## src/rtl/layer_out_serializer.sv

```systemverilog
// Captures a full layer of neuron activations in one cycle and replays them
// one per clock as the serial input stream of the next fully connected layer.
module layer_out_serializer #(
  parameter int numNeurons = 30,
  parameter int dataWidth  = 16
) (
  input  logic                             clk,
  input  logic                             rst,
  input  logic [numNeurons*dataWidth-1:0]  in_data,
  input  logic [numNeurons-1:0]            in_valid,
  input  logic                             err_clear,
  output logic [dataWidth-1:0]             out_data,
  output logic                             out_valid,
  output logic                             out_last,
  output logic                             busy,
  output logic                             mismatch_err,
  output logic                             overrun_err
);

  localparam int                CNT_W    = $clog2(numNeurons);
  localparam logic [CNT_W-1:0]  LAST_IDX = CNT_W'(numNeurons - 1);

  typedef enum logic {
    IDLE,
    SHIFT
  } state_e;

  state_e                 state_q, state_d;
  logic [CNT_W-1:0]       count_q, count_d;
  logic [CNT_W-1:0]       count_nxt;
  logic [dataWidth-1:0]   buf_q [numNeurons];
  logic [dataWidth-1:0]   buf_d [numNeurons];
  logic [dataWidth-1:0]   out_data_q, out_data_d;
  logic                   out_valid_q, out_valid_d;
  logic                   out_last_q, out_last_d;
  logic                   busy_q, busy_d;
  logic                   mismatch_q, mismatch_d;
  logic                   overrun_q, overrun_d;

  logic cap;
  logic partial;
  logic at_last;
  logic accept;
  logic overrun_evt;

  // A capture is taken from IDLE, or on the edge that retires the last element
  // so back-to-back bursts stream without a gap; anywhere else it is an overrun.
  always_comb begin
    cap         = &in_valid;
    partial     = (|in_valid) & ~cap;
    at_last     = (state_q == SHIFT) && (count_q == LAST_IDX);
    accept      = cap && ((state_q == IDLE) || at_last);
    overrun_evt = cap && (state_q == SHIFT) && !at_last;
  end

  always_comb begin
    // NOTE: every signal assigned here gets a default first, so no path leaves
    // one unassigned and no latch is inferred.
    state_d     = state_q;
    count_d     = count_q;
    count_nxt   = count_q + 1'b1;
    out_data_d  = out_data_q;
    out_valid_d = out_valid_q;
    out_last_d  = out_last_q;
    busy_d      = busy_q;
    buf_d       = buf_q;

    if (accept) begin
      for (int i = 0; i < numNeurons; i++) begin
        buf_d[i] = in_data[i*dataWidth +: dataWidth];
      end
      state_d     = SHIFT;
      count_d     = '0;
      out_data_d  = in_data[0 +: dataWidth];
      out_valid_d = 1'b1;
      out_last_d  = 1'b0;
      busy_d      = 1'b1;
    end else if (state_q == SHIFT) begin
      if (at_last) begin
        state_d     = IDLE;
        out_valid_d = 1'b0;
        out_last_d  = 1'b0;
        busy_d      = 1'b0;
      end else begin
        count_d     = count_nxt;
        out_data_d  = buf_q[count_nxt];
        out_last_d  = (count_nxt == LAST_IDX);
      end
    end

    // Setting beats clearing when both happen on the same edge.
    mismatch_d = partial     | (mismatch_q & ~err_clear);
    overrun_d  = overrun_evt | (overrun_q  & ~err_clear);
  end

  // NOTE: sequential state is updated with non-blocking assignments only, so
  // every flop samples the pre-edge values regardless of block ordering.
  always_ff @(posedge clk) begin
    if (rst) begin
      state_q     <= IDLE;
      count_q     <= '0;
      out_data_q  <= '0;
      out_valid_q <= 1'b0;
      out_last_q  <= 1'b0;
      busy_q      <= 1'b0;
      mismatch_q  <= 1'b0;
      overrun_q   <= 1'b0;
    end else begin
      state_q     <= state_d;
      count_q     <= count_d;
      out_data_q  <= out_data_d;
      out_valid_q <= out_valid_d;
      out_last_q  <= out_last_d;
      busy_q      <= busy_d;
      mismatch_q  <= mismatch_d;
      overrun_q   <= overrun_d;
    end
  end

  // NOTE: the capture buffer has no reset; it is always loaded by an accepted
  // capture before any element of it reaches the output.
  always_ff @(posedge clk) begin
    if (!rst) begin
      buf_q <= buf_d;
    end
  end

  assign out_data     = out_data_q;
  assign out_valid    = out_valid_q;
  assign out_last     = out_last_q;
  assign busy         = busy_q;
  assign mismatch_err = mismatch_q;
  assign overrun_err  = overrun_q;

endmodule

```

## config.mk

```make
export PLATFORM = sky130hd
export DESIGN_NAME = layer_out_serializer
export DESIGN_NICKNAME = d
export VERILOG_FILES = /design/src/rtl/layer_out_serializer.sv
export SDC_FILE = /design/constraint.sdc
export NUM_CORES = 1
export LEC_CHECK = 0
export ABC_AREA = 0
export CAP_MARGIN = 40
export CORE_MARGIN = 5
export CORE_UTILIZATION = 35
export CTS_CLUSTER_DIAMETER = 60
export DETAILED_ROUTE_END_ITERATION = 8
export PLACE_DENSITY = 0.63
export SYNTH_ARGS = -nofsm -noshare
export SYNTH_HDL_FRONTEND = slang
export SYNTH_SLANG_ARGS = --single-unit
```

## constraint.sdc

```tcl
create_clock -name clk -period 105.8 [get_ports clk]
set_input_delay 10.58 -clock clk [delete_from_list [all_inputs] [get_ports clk]]
set_output_delay 10.58 -clock clk [all_outputs]
set_load 0.005 [all_outputs]
```

* Word level (Yosys, flattened, before mapping)
Index checks and enable logic that the tools add are counted.
** Word-level totals
- Logic and storage cells :: 81
- Input bits :: 513
- Flip-flop bits (word level) :: 506
** Operators by class
- Magnitude comparators :: 1
- Equality and inequality tests :: 3
- Reductions and logical operators :: 15
- Bitwise logic cells :: 11
- Muxes and demuxes :: 13
- $add $sub $neg :: 1
** Operators by type and width (number)
- binary-select mux 16 bit (select 5 bit) :: 1
- two-way mux 16 bit :: 5
- AND reduction 30 bit :: 1
- OR reduction 30 bit :: 1
- == test 5 bit (second input constant) :: 2
- AND reduction 2 bit :: 4
- two-way mux 1 bit :: 7
- greater-or-equal comparator 6 bit (second input constant) :: 1
- inverter 5 -> 6 bit :: 1
- adder 5 x 1 -> 5 bit (second input constant) :: 1
- inverter 1 bit :: 5
- logical AND 1 bit :: 4
- nonzero test 2 bit :: 2
- bitwise AND 1 bit :: 3
- != test 2 x 1 -> 1 bit (second input constant) :: 1
- bitwise OR 1 bit :: 2
- OR reduction 2 bit :: 1
- zero test 1 bit :: 1
- logical OR 1 bit :: 1

* Longest topological paths before layout
- Depth after elaboration :: 8
- Gate-level depth with buffers :: 12
- Mapped depth without buffers :: 7

* Least setup slack after synthesis
Ideal clock, no wire load.
- Path type :: in2reg
- From :: input in_valid[22]
- To :: register buf_q[0] in the netlist's numbering (enable)
- Stages :: 4
- Arrival time :: 43742 ps
- Setup slack :: 60147 ps
- Setup time :: 1911 ps
- Path buffers :: 0
- Path through :: nand4_1 -> nor4_1 -> nand2_1 -> nor3_1
** On the way
- Longest elaborated chain between the ends :: 3
** RTL lines
- start, declared :: RTL line 10 : input logic [numNeurons-1:0] in_valid,
- AND reduction 30 bit :: RTL line 49 : cap = &in_valid;
- logical AND 1 bit :: RTL line 52 : accept = cap && ((state_q == IDLE) || at_last);
- AND reduction 2 bit (no line)
- end signal, assigned :: RTL line 124 : buf_q <= buf_d;
- end, declared :: RTL line 31 : logic [dataWidth-1:0] buf_q [numNeurons];
No other way between the ends.
A chain may end at the register's enable or synchronous reset.

* Worst setup path after layout
- From :: input in_valid[9]
- To :: register buf_q[396] in the netlist's numbering (enable)
Same word-level chain as after synthesis.

==> out/metrics.csv <==
metric;value;unit
outcome;completed;
final worst-path cycle share;13.5;%
Pint;344;µW
max-cap viol count;0;
Cell Area, Placed;25900;µm²
PortBufs;533;
TritonCTS Buffers;56;
Root Driver;clkbuf_16;
Sw Pwr;81.7;µW
number of placement rows;86;
f_max;69.9;MHz
hold buffer count at cts;0;
CP Launch Point;in_valid[9];
synth warn;0;
Die Wd;247;µm
die height;247;µm
clock network fraction of total power;43.6;%
total placed cells including tap cells;2130;
reg2reg setup slack;101.49;ns
worst path cell trace;clkdlybuf4s50_1 -> nand4_1 -> nor4_1 -> nand2_1 -> nor3_2 -> buf_12 -> buf_4 -> buf_4;
list of most frequent post-synthesis cells;480 x edfxtp_1, 120 x mux4_2, 48 x mux2i_1, 31 x nor2_1, 26 x dfxtp_1;
Post-synth EDFFs;480;
clk buf depth;3;
Post-CTS Resized;0;
DRC;0;
gr ovfl total;0;
synthesized area;19600;µm²
most common flop cell mapped by yosys;edfxtp_1;
skew final;0.0166;ns
Final setup violation count;0;
Fin Setup TNS;0;ns
crit path to;buf_q[396]$_DFFE_PP_;
Synth Register Bits;506;
gpl congestion;0.815;
Setup Crit Path Kind;in -> reg;
GRT Overall Usage;17.8;%
vias in the first global route;12000;
Clock transition at path regs;0.06;ns
slew margin rel.;25.0;%
Synth Net Count;1390;
Hold Crit Class;reg -> reg;
# IOs;534;
Reg-to-Reg End;buf_q[396]$_DFFE_PP_;
area grow syn2layout;41.2;%
Cells after Synth;874;
PD cells;15.4;nW/µm²
Slew @ Worst Pin;1.12;ns
RSZ-0062 raised after global routing;false;
Arr. time, crit path;14.52;ns
Seq pwr share;51.5;%
total core area;55300;µm²
most frequent CP cell;buf_4;
Hold Vio Cnt, Final;0;
post-synth cell types;41;
via-per-instance ratio;4.87;
Starting Density;35.4;%
cell taking the most area after synthesis;edfxtp_1;
worst vdd ir;11.3;µV
first-pass GRT wire length;79.5;mm
Worst Setup End Kind;flop;
post-route design area;27700;µm²
FF-to-FF Start;count_q[0]$_SDFFE_PP0P_;
CP bufs+invs;4;
ANT nets after route;0;
Critical Path Slowest Stage Cell;buf_12;
final wirelength;55.8;mm
setup repair bufs after CTS;0;
WP depth;8;
Async SR Flop Fraction;0;%
Avg Inst Size Synth;22.4;µm²
Switching Fraction;19.2;%
Critical Path RT;106.02;ns
Final Non-Filler Cells;2242;
WL/cell;24.9;µm
antenna violations before repair;9;
layout cells sized above 1;16.6;%
crit start category;input pin;
Fillers;4548;
Pleak;0.00898;µW
CTS tree;yes;
DRT Pass-1 Iters;4;
Period minus WS final;14.30;ns
detailed placement HPWL;41.5;mm
slowest stage delay, CP;0.76;ns
Worst path top cell family by delay;buffers and inverters;
number of nets in the layout;1956;
fin. max-slew vios;0;
top-area cell type share of the netlist area;73.6;%
H-tree Lvls;2;
sequential share of the synthesized area;76.2;%
total die area;60800;µm²
Logic pwr share;4.9;%
initial DRC count;720;
cell count of the worst reg-to-reg path;7;
total clock sinks;506;
top cells by area, synth;edfxtp_1 74%, mux4_2 14%, dfxtp_1 2.7%, mux2i_1 2.5%, mux4_1 1.1%;
worst-path fanout max;200;
cell with the most instances after synthesis;edfxtp_1;
Clock Latency Late Sink;0.59;ns
largest net degree at the start of global routing;201;
Via Count;10900;
## flip-flops by register name, summed over array words and instances, names as in the netlist
signal / cells
count_q: 5
overrun_err: 1
buf_q: 480
busy: 1
out_data: 16
out_last: 1
state_q: 1
mismatch_err: 1
## worst reg2reg max path, cell delays in order (launching register included)
cell and delay (ns):
dfxtp_4 0.54, ha_1 0.23, nand4_1 0.17, and2_0 0.49, nor3_2 0.31, buf_12 0.76
buf_4 0.67, buf_4 0.74
## worst min path at each step
stage	from	end	slack (ns)	cells after the start
floorplan	mismatch_err$_SDFF_PP0_	mismatch_err$_SDFF_PP0_	0.46	2
global placement	mismatch_err$_SDFF_PP0_	mismatch_err$_SDFF_PP0_	0.48	2
detailed placement	mismatch_err$_SDFF_PP0_	mismatch_err$_SDFF_PP0_	0.46	2
CTS	mismatch_err$_SDFF_PP0_	mismatch_err$_SDFF_PP0_	0.48	2
global route	mismatch_err$_SDFF_PP0_	mismatch_err$_SDFF_PP0_	0.50	2
finish	mismatch_err$_SDFF_PP0_	mismatch_err$_SDFF_PP0_	0.48	2
## routing by layer
metal / wire [µm] / global-route usage [%] / vias up
met5: 0 / 0 / -
met4: 1340 / 5.81 / 0
met3: 3930 / 4.46 / 90
met2: 28300 / 29.5 / 398
met1: 22200 / 23.1 / 5550
li1: - / - / 4890
## power groups by stage
| stage | logic (µW) | clock network, µW | registers, µW |
|---|---|---|---|
| after floorplan | 0.318 | 0 | 223 |
| after global placement | 20.7 | 0 | 223 |
| after detailed placement | 20.9 | 0 | 223 |
| after CTS | 21.0 | 191 | 219 |
| after global routing | 21.9 | 200 | 219 |
| final | 20.9 | 186 | 219 |
## cells in the final DEF (no fill, tap or decap), drive strengths merged, types with 9 or more instances in the layout
cell,count
clkdlybuf4s50,533
edfxtp,480
mux4,128
clkbuf,77
mux2i,48
nor2,31
dfxtp,26
buf,19
clkinv,18
mux2,14
o22ai,13
a221o,13
nand4,10
nor4,9
## per-stage QoR
stage	setup slack (ns)	util (%)	hold slack, ns	power [µW]
CTS	91.61	50.0	0.479	431
floorplan	60.15	-	0.462	224
finish	91.50	50.0	0.478	425
global route	91.24	50.0	0.500	441
global placement	90.66	46.6	0.475	244
detailed placement	90.96	46.8	0.463	244
## cell type report
| class | count | area, µm² | area share [%] |
|---|---|---|---|
| inverter | 3 | 11.3 | 0.0407 |
| antenna | 8 | 20.0 | 0.0723 |
| clock buffer | 77 | 1520 | 5.49 |
| clock inverter | 27 | 240 | 0.868 |
| multi-input combinational | 321 | 4450 | 16.1 |
| sequential | 506 | 14900 | 54.0 |
| tap | 748 | 936 | 3.38 |
| timing repair buffer | 552 | 5550 | 20.1 |
## logic make-up after synthesis
logic type / Yosys count / synth area share [%]
flip-flops: 506 / 76.2
buffers and inverters: 47 / 1.34
adder cells (fa/ha/maj): 3 / 0.192
AO/OA/AOI/OAI: 52 / 2.05
multiplexers: 190 / 18.1
AND/OR/NAND/NOR: 73 / 1.92
XOR/XNOR: 3 / 0.172
Power figures use the tool's default switching activity.
